`src/rtl/pc_pkg.sv`:
```
// Shared constants and next-PC source selection for pc_next_unit.
package pc_pkg;

  localparam int unsigned PC_W_DEF      = 8;
  localparam int unsigned PC_INC_DEF    = 1;
  localparam int unsigned RESET_PC_DEF  = 0;
  localparam int unsigned RAS_DEPTH_DEF = 4;

  typedef enum logic [2:0] {
    SRC_SEQ      = 3'd0,
    SRC_HOLD     = 3'd1,
    SRC_REDIRECT = 3'd2,
    SRC_BRANCH   = 3'd3,
    SRC_JUMP     = 3'd4,
    SRC_RET      = 3'd5
  } pc_src_e;

  // Fixed priority: redirect > stall > branch > jump/call > ret(non-empty) > sequential.
  function automatic pc_src_e pc_src_sel(input logic redirect_v,
                                         input logic stall_v,
                                         input logic branch_v,
                                         input logic jump_v,
                                         input logic ret_v);
    pc_src_e src;
    if (redirect_v)    src = SRC_REDIRECT;
    else if (stall_v)  src = SRC_HOLD;
    else if (branch_v) src = SRC_BRANCH;
    else if (jump_v)   src = SRC_JUMP;
    else if (ret_v)    src = SRC_RET;
    else               src = SRC_SEQ;
    return src;
  endfunction

endpackage

```
`src/rtl/pc_ras.sv`:
```
// Circular return-address stack; a push when full overwrites the oldest entry.
module pc_ras
  import pc_pkg::*;
#(
  parameter int unsigned W     = PC_W_DEF,
  parameter int unsigned DEPTH = RAS_DEPTH_DEF,
  localparam int unsigned PTR_W = $clog2(DEPTH),
  localparam int unsigned CNT_W = PTR_W + 1
) (
  input  logic             clk,
  input  logic             rst_n,
  input  logic             clear_i,
  input  logic             push_i,
  input  logic             pop_i,
  input  logic [W-1:0]     data_i,
  output logic [W-1:0]     top_o,
  output logic             empty_o,
  output logic             full_o,
  output logic [CNT_W-1:0] count_o
);

  logic [W-1:0]     mem_q [DEPTH];
  logic [PTR_W-1:0] sp_q, sp_d;
  logic [CNT_W-1:0] cnt_q, cnt_d;
  logic             wr_en;

  assign empty_o = (cnt_q == '0);
  assign full_o  = (cnt_q == CNT_W'(DEPTH));
  assign count_o = cnt_q;
  assign top_o   = mem_q[sp_q - PTR_W'(1)];

  // sp_q points at the next free slot; clear beats push beats pop.
  always_comb begin
    sp_d  = sp_q;
    cnt_d = cnt_q;
    wr_en = 1'b0;
    if (clear_i) begin
      sp_d  = '0;
      cnt_d = '0;
    end else if (push_i) begin
      wr_en = 1'b1;
      sp_d  = sp_q + PTR_W'(1);
      if (!full_o) cnt_d = cnt_q + CNT_W'(1);
    end else if (pop_i && !empty_o) begin
      sp_d  = sp_q - PTR_W'(1);
      cnt_d = cnt_q - CNT_W'(1);
    end
  end

  always_ff @(posedge clk or negedge rst_n) begin
    if (!rst_n) begin
      sp_q  <= '0;
      cnt_q <= '0;
      for (int unsigned i = 0; i < DEPTH; i++) mem_q[i] <= '0;
    end else begin
      sp_q  <= sp_d;
      cnt_q <= cnt_d;
      if (wr_en) mem_q[sp_q] <= data_i;
    end
  end

endmodule

```
`src/rtl/pc_next_unit.sv`:
```
// Next-PC selection with prioritized redirect/stall/branch/jump/call/ret sources.
// Return-address stack is built only when PC_NEXT_RAS_EN is defined.
module pc_next_unit
  import pc_pkg::*;
#(
  parameter int unsigned PC_W      = PC_W_DEF,
  parameter int unsigned PC_INC    = PC_INC_DEF,
  parameter int unsigned RESET_PC  = RESET_PC_DEF,
  parameter int unsigned RAS_DEPTH = RAS_DEPTH_DEF
) (
  input  logic            clk,
  input  logic            rst_n,
  input  logic            stall,
  input  logic            redirectValid,
  input  logic [PC_W-1:0] redirectPc,
  input  logic            branchTaken,
  input  logic [PC_W-1:0] branchTarget,
  input  logic            jump,
  input  logic [PC_W-1:0] jumpTarget,
  input  logic            call,
  input  logic            ret,
  output logic [PC_W-1:0] pc,
  output logic [PC_W-1:0] pcPlus,
  output logic            redirected,
  output logic            rasEmpty,
  output logic            rasUnderflow
);

  logic [PC_W-1:0] pc_q, pc_d, pc_plus;
  logic            redir_q, redir_d;
  logic            unf_q, unf_d;
  logic            ret_eff;
  logic            ras_push, ras_pop, ras_clear, ras_empty;
  logic [PC_W-1:0] ras_top;
  pc_src_e         src;

  assign pc_plus    = pc_q + PC_W'(PC_INC);
  assign pc         = pc_q;
  assign pcPlus     = pc_plus;
  assign redirected = redir_q;

`ifdef PC_NEXT_RAS_EN
  logic                      ras_full_unused;
  logic [$clog2(RAS_DEPTH):0] ras_count_unused;

  assign ret_eff      = ret;
  assign rasEmpty     = ras_empty;
  assign rasUnderflow = unf_q;

  pc_ras #(
    .W     (PC_W),
    .DEPTH (RAS_DEPTH)
  ) u_ras (
    .clk     (clk),
    .rst_n   (rst_n),
    .clear_i (ras_clear),
    .push_i  (ras_push),
    .pop_i   (ras_pop),
    .data_i  (pc_plus),
    .top_o   (ras_top),
    .empty_o (ras_empty),
    .full_o  (ras_full_unused),
    .count_o (ras_count_unused)
  );
`else
  logic unused_ras;

  // Without the stack, ret falls through to sequential and call acts as a plain jump.
  assign ret_eff      = 1'b0;
  assign ras_empty    = 1'b1;
  assign ras_top      = '0;
  assign rasEmpty     = 1'b1;
  assign rasUnderflow = 1'b0;
  assign unused_ras   = ^{ret, ras_push, ras_pop, ras_clear, unf_q};
`endif

  always_comb begin
    pc_d      = pc_q;
    redir_d   = 1'b0;
    unf_d     = 1'b0;
    ras_push  = 1'b0;
    ras_pop   = 1'b0;
    ras_clear = 1'b0;
    src       = pc_src_sel(redirectValid, stall, branchTaken, jump | call,
                           ret_eff & ~ras_empty);
    unique case (src)
      SRC_REDIRECT: begin
        pc_d      = redirectPc;
        redir_d   = 1'b1;
        ras_clear = 1'b1;
      end
      SRC_HOLD: pc_d = pc_q;
      SRC_BRANCH: begin
        pc_d    = branchTarget;
        redir_d = 1'b1;
      end
      SRC_JUMP: begin
        pc_d     = jumpTarget;
        redir_d  = 1'b1;
        ras_push = call;
      end
      SRC_RET: begin
        pc_d    = ras_top;
        redir_d = 1'b1;
        ras_pop = 1'b1;
      end
      default: begin
        // A ret that reaches here found the stack empty.
        pc_d  = pc_plus;
        unf_d = ret_eff & ras_empty;
      end
    endcase
  end

  always_ff @(posedge clk or negedge rst_n) begin
    if (!rst_n) begin
      pc_q    <= PC_W'(RESET_PC);
      redir_q <= 1'b0;
      unf_q   <= 1'b0;
    end else begin
      pc_q    <= pc_d;
      redir_q <= redir_d;
      unf_q   <= unf_d;
    end
  end

endmodule

```
`config.mk`:
```
export PLATFORM = sky130hd
export DESIGN_NAME = pc_next_unit
export DESIGN_NICKNAME = d
export VERILOG_FILES = /design/src/rtl/pc_pkg.sv /design/src/rtl/pc_ras.sv /design/src/rtl/pc_next_unit.sv
export SDC_FILE = /design/constraint.sdc
export NUM_CORES = 1
export LEC_CHECK = 0
export ABC_AREA = 1
export CORE_ASPECT_RATIO = 1.1
export CORE_MARGIN = 2
export CORE_UTILIZATION = 37
export DETAILED_ROUTE_END_ITERATION = 16
export GPL_ROUTABILITY_DRIVEN = 0
export PLACE_DENSITY_LB_ADDON = 0.08
export SLEW_MARGIN = 20
export SYNTH_ARGS = -nofsm -noshare
export SYNTH_HDL_FRONTEND = slang
export SYNTH_SLANG_ARGS = --single-unit
```
`constraint.sdc`:
```
create_clock -name clk -period 1.4 [get_ports clk]
set_input_delay 0.35 -clock clk [delete_from_list [all_inputs] [get_ports clk]]
set_output_delay 0.35 -clock clk [all_outputs]
set_load 0.02 [all_outputs]
```
==> results of run 1 <==
==> logic make-up after synthesis <==
| group | count (synthesis) | share of synthesized area, % |
|---|---|---|
| adder cells (fa/ha/maj) | 1 | 1.43 |
| XOR/XNOR | 1 | 1.00 |
| buffers and inverters | 25 | 12.5 |
| other | 2 | 0.861 |
| AND/OR/NAND/NOR | 102 | 53.1 |
| flip-flops | 9 | 25.8 |
| AO/OA/AOI/OAI | 7 | 5.31 |
==> final cells by class <==
type	instances	area [sq um]	share of cell area, %
clock buffer	4	26.3	1.64
sequential	9	229	14.3
tap	30	37.5	2.34
inverter	22	82.6	5.15
multi-input combinational	113	603	37.6
timing repair buffer	68	626	39.0
==> flip-flops by register name (all words and copies together), names as in the netlist <==
name	count
pc	8
redirected	1
==> cell usage in the layout (no fill, tap or decap), types with 7 or more instances in the layout <==
cell             instances
nand3_1                 11
nor2_1                  17
buf_4                   18
inv_1                   15
inv_2                    7
buf_6                    9
buf_2                    8
clkdlybuf4s50_1         27
nand2_1                 52
nand2_2                  7
==> how the worst max path moves through the flow <==
stage	end	cells after the start
global route	pcPlus[5]	5
CTS	pcPlus[5]	5
detailed placement	pcPlus[4]	6
global placement	pcPlus[6]	6
finish	pcPlus[4]	6
floorplan	pcPlus[6]	5
==> critical path, stage by stage, from the launching register on <==
cell	delay, ns
dfrtp_2	0.44
ha_4	0.19
nand3_4	0.07
nand2_2	0.06
o21ai_2	0.06
inv_1	0.07
buf_6	0.13
==> metal layers <==
metal	wire length (microns)	track usage, %
met1	1040	22.4
met2	1240	37.3
met3	164	1.61
met4	42	9.46
met5	0	0
==> synth_stat cells (all sizes together) (2+ instances only) <==
| library cell | count | area share (%) |
|---|---|---|
| dfrtp | 9 | 26 |
| conb | 2 | 0.86 |
| inv | 22 | 9.5 |
| nand2 | 61 | 28 |
| nand3 | 15 | 9.2 |
| buf | 3 | 3.0 |
| o21ai | 3 | 2.2 |
| a21boi | 2 | 1.7 |
| nor2 | 23 | 13 |
| nand4 | 2 | 1.4 |
==> stage by stage <==
step,util (%),setup slack [ns],hold WS [ns]
floorplan,-,-0.00700,0.0544
global placement,68.4,-0.398,0.579
detailed placement,68.4,-0.456,0.587
CTS,70.5,-0.239,0.394
global route,71.9,-0.312,0.423
finish,71.9,-0.247,0.382
==> power by group through the flow <==
stage                     logic, mW  registers (mW)  clock network, mW
after floorplan               0.293           0.404                  0
after global placement        0.755           0.342                  0
after detailed placement      0.765           0.344                  0
after CTS                     0.786           0.344              0.218
after global routing          0.889           0.351              0.226
final                         0.816           0.343              0.210
==> timing repair <==
action,CTS,global route
buffers inserted,2,2
cloned,0,0
endpoints found under the hold margin,0,0
gates resized for setup,91,15
pin swaps,6,7
endpoints found under the setup margin,24,15
==> results.cfg, run 1 <==
[floorplan]
initial_core_util_pct = 39.1
rows = 18
core_region_area_sq_mm = 0.00223
dieArea_sq_mm = 0.00276
die_y_microns = 54.9
dieWidth_microns = 50.3
io_pins = 51

[logic_synthesis]
ys.flop_type = dfrtp_1
synth_fp_nets = 180
synth_edf_count = 0
synth.distinct_cells = 23
syn_inst = 147
async_reset_ff_share_pct = 100
synth_seq_area_share_pct = 25.8
syn-cell-area_sq_um = 872
postSynthAreaPerCell_sq_um = 5.93
ys_seq_elements = 9
yosysWarnings = 0

[power_and_ir_drop]
sw_frac_of_total_pct = 39.7
pwr-share-seq_pct = 25.1
switchingPower_mw = 0.544
irDropWorstVdd_mv = 0.520
clkPwrFrac_pct = 15.4
pwr-share-comb_pct = 59.6
finalPower_mw = 1.37
powerDensity_mw_per_mm2 = 854
p_int_mw = 0.826
p_leak_nw = 0.846

[cts]
cts_buffers = 3
cts_tree = done
clockBufferDepth = 2
cts_hold_buf = 0
htree_levels = 1
clkLatencyLatePin_ns = 0.27
clkSinkCount = 9
clockRootBuffer = clkbuf_4
cts.clk_slew.worst_paths_ns = 0.06

[sta]
fin_ws_ns = -0.247
setup_viol = 9
fin_skew_ns = 0.00717
finalSetupTns_ns = -1.42
fmax_mhz = 607
hold_viol = 0
finalCritPeriodShare_pct = 118
rsz0062_at_grt = true
drv_slew = 0
period_minus_slack_ns = 1.65

[critical_path]
crit_path_start_kind = flop
cp-startpoint = pc[1]$_DFFE_PN0P_
r2r_cells = 7
reg2reg_from = pc[1]$_DFFE_PN0P_
required_ns = 1.05
endpoint_kind = output port
crit_type = flop to output port
worstReg2RegEnd = pc[2]$_DFFE_PN0P_
rrSetupSlack_ns = 0.12
cp_max_fo = 3
cp.arrival_ns = 1.30

[run_status]
outcome = complete, but fails checks
failed_checks = setup timing

[placed_design]
portBuffers = 47
dp_hpwl_microns = 2000
placed_cells = 240
placed_area_sq_mm = 0.00153

[routing]
drt_iter0_markers = 11
final_antenna_net_count = 0
routed_wl_microns = 2490
vias_per_cell = 4.56
drc = 0
dr.pass1.iters = 4
wl_per_cell_microns = 10.1
dr_total_vias = 1122

[cells_and_area]
final_cell_area_sq_mm = 0.00160
fin_cells = 246
layout.nets = 250
n_antenna_cell = 0
nFillCells = 178
drive_above_1_share_pct = 33.8
syn_to_final_growth_pct = 83.9

[grt]
grt_pass1_wl_microns = 4100
gr-usage-all-layers_pct = 19.5
grt_pass1_vias = 994
antenna_found_initial = 0
gr-total-overflow = 0
grt_max_degree = 10

[flow_run]
maxCapViolCount = 0

[min_path]
hold_path.class = input pin to asynchronous set/reset pin
(Power assumes the default switching activity.)
==> run 2, diff against run 1 <==
Settings changed: SETUP_SLACK_MARGIN set to 0.4, SLEW_MARGIN 20 to not set.
==> run 2 against run 1 <==
- the flow still finishes with violations (setup timing)
- critical path depth is the same
- via count grew 14%
- clock power is essentially flat
- sequential cell count is the same
- first-iteration DRC count grew to 3.0 times the previous value
- clock skew shrank 0.0025 ns
- routed wire length grew 64%
- register-to-register slack lost 0.32 ns
- critical path type unchanged
- largest cell class unchanged
- largest power group unchanged
==> results.cfg, run 2 (synthesis results as in run 1) <==
[run_status]
outcome = complete, but fails checks
failed_checks = setup timing

[placed_design]
pre_cts_ws_ns = -0.462
placed_area_sq_mm = 0.00162
portBuffers = 47
placed_cells = 244
dp_hpwl_microns = 2170

[critical_path]
cp.arrival_ns = 1.38
reg2reg_from = pc[1]$_DFFE_PN0P_
required_ns = 1.05
crit_type = flop to output port
crit_chain = ha_4, nand3_4, nor2_2, nand2_1, nand2_2, buf_6
cp-startpoint = pc[1]$_DFFE_PN0P_
crit_path_start_kind = flop
rrSetupSlack_ns = -0.20
critPathSlowestCell = dfrtp_2
timing.critical_path.buf_inv = 1
max_stage_delay_ns = 0.43
worstReg2RegEnd = pc[2]$_DFFE_PN0P_
worst-path-stages = 6
endpoint_kind = output port
cp_max_fo = 3
r2r_cells = 9
cp_top_family = flip-flops

[routing]
wl_per_cell_microns = 15.5
drt_iter0_markers = 33
dr.pass1.iters = 6
vias_per_cell = 4.86
dr_total_vias = 1283
drc = 0
final_antenna_net_count = 0
routed_wl_microns = 4080

[power_and_ir_drop]
finalPower_mw = 1.79
powerDensity_mw_per_mm2 = 901
irDropWorstVdd_mv = 0.716
p_leak_nw = 0.987

[grt]
gr-total-overflow = 0
grt_pass1_wl_microns = 5070
grt_max_degree = 10
grt_pass1_vias = 1186
antenna_found_initial = 0
gr-usage-all-layers_pct = 24.0

[cells_and_area]
syn_to_final_growth_pct = 128
final_common_cell = nand2_1
n_antenna_cell = 0
final_cell_area_sq_mm = 0.00199
drive_above_1_share_pct = 49.6
fin_cells = 264
largest_register_ffs = 8
final_cell_mix = 45 x nand2_1, 34 x buf_6, 25 x clkdlybuf4s50_1, 21 x buf_4
layout.nets = 268
post-route-util_pct = 89.1

[sta]
period_minus_slack_ns = 1.73
setup_viol = 14
finalCritPeriodShare_pct = 123
hold_viol = 0
whs_ns = 0.390
rsz0062_at_grt = true
drv_slew = 0
fin_ws_ns = -0.326
fmax_mhz = 579
fin_skew_ns = 0.00466
finalSetupTns_ns = -2.62

[cts]
clkSinkCount = 9
clkLatencyLatePin_ns = 0.26
htree_levels = 1
cts_tree = done
clockBufferDepth = 2
clockRootBuffer = clkbuf_4
cts.clk_slew.worst_paths_ns = 0.07
cts_buffers = 3

[floorplan]
dieWidth_microns = 50.3
initial_core_util_pct = 39.1
dieArea_sq_mm = 0.00276
io_pins = 51
die_y_microns = 54.9
core_region_area_sq_mm = 0.00223
rows = 18

[min_path]
hold_path.class = input pin to asynchronous set/reset pin

[flow_run]
maxCapViolCount = 0
-- run 2: report_power, final --
group / internal, mW / switching [mW] / total [mW] / leakage, nW
sequential: 0.304 / 0.0590 / 0.363 / 0.103
combinational: 0.650 / 0.570 / 1.22 / 0.870
clock: 0.110 / 0.0970 / 0.207 / 0.0150
total: 1.06 / 0.725 / 1.79 / 0.987
-- run 2: cell type report --
cell class	instances	area, sq um
inverters	22	97.6
fillers	102	243
clock buffers	4	26.3
repair buffers	86	861
well taps	30	37.5
flip-flops and latches	9	231
multi-input cells	113	733
-- run 2: how the worst max path moves through the flow --
stage	endpoint
final	pcPlus[6]
after global routing	pcPlus[6]
after CTS	pcPlus[6]
after detailed placement	pcPlus[5]
after global placement	pcPlus[6]
after floorplan	pcPlus[6]
-- run 2: metal layers --
layer | vias up | GRT usage (%) | wire (microns)
met5 | - | 0 | 0
met2 | 78 | 50.2 | 2150
met1 | 573 | 26.7 | 1540
met3 | 14 | 1.61 | 253
met4 | 0 | 5.41 | 133
li1 | 618 | - | -
-- run 2: what timing repair did --
item,CTS,global route
buffers inserted,9,7
hold buffers,0,0
setup endpoints to repair,26,25
pin swaps,25,19
endpoints found under the hold margin,0,0
resized for setup,156,17
==> run 3, diff against run 2 <==
Settings changed: CAP_MARGIN set to 25.
==> results of run 3 <==
Same layout as run 2: the final DEF is identical, and so are final timing and power.
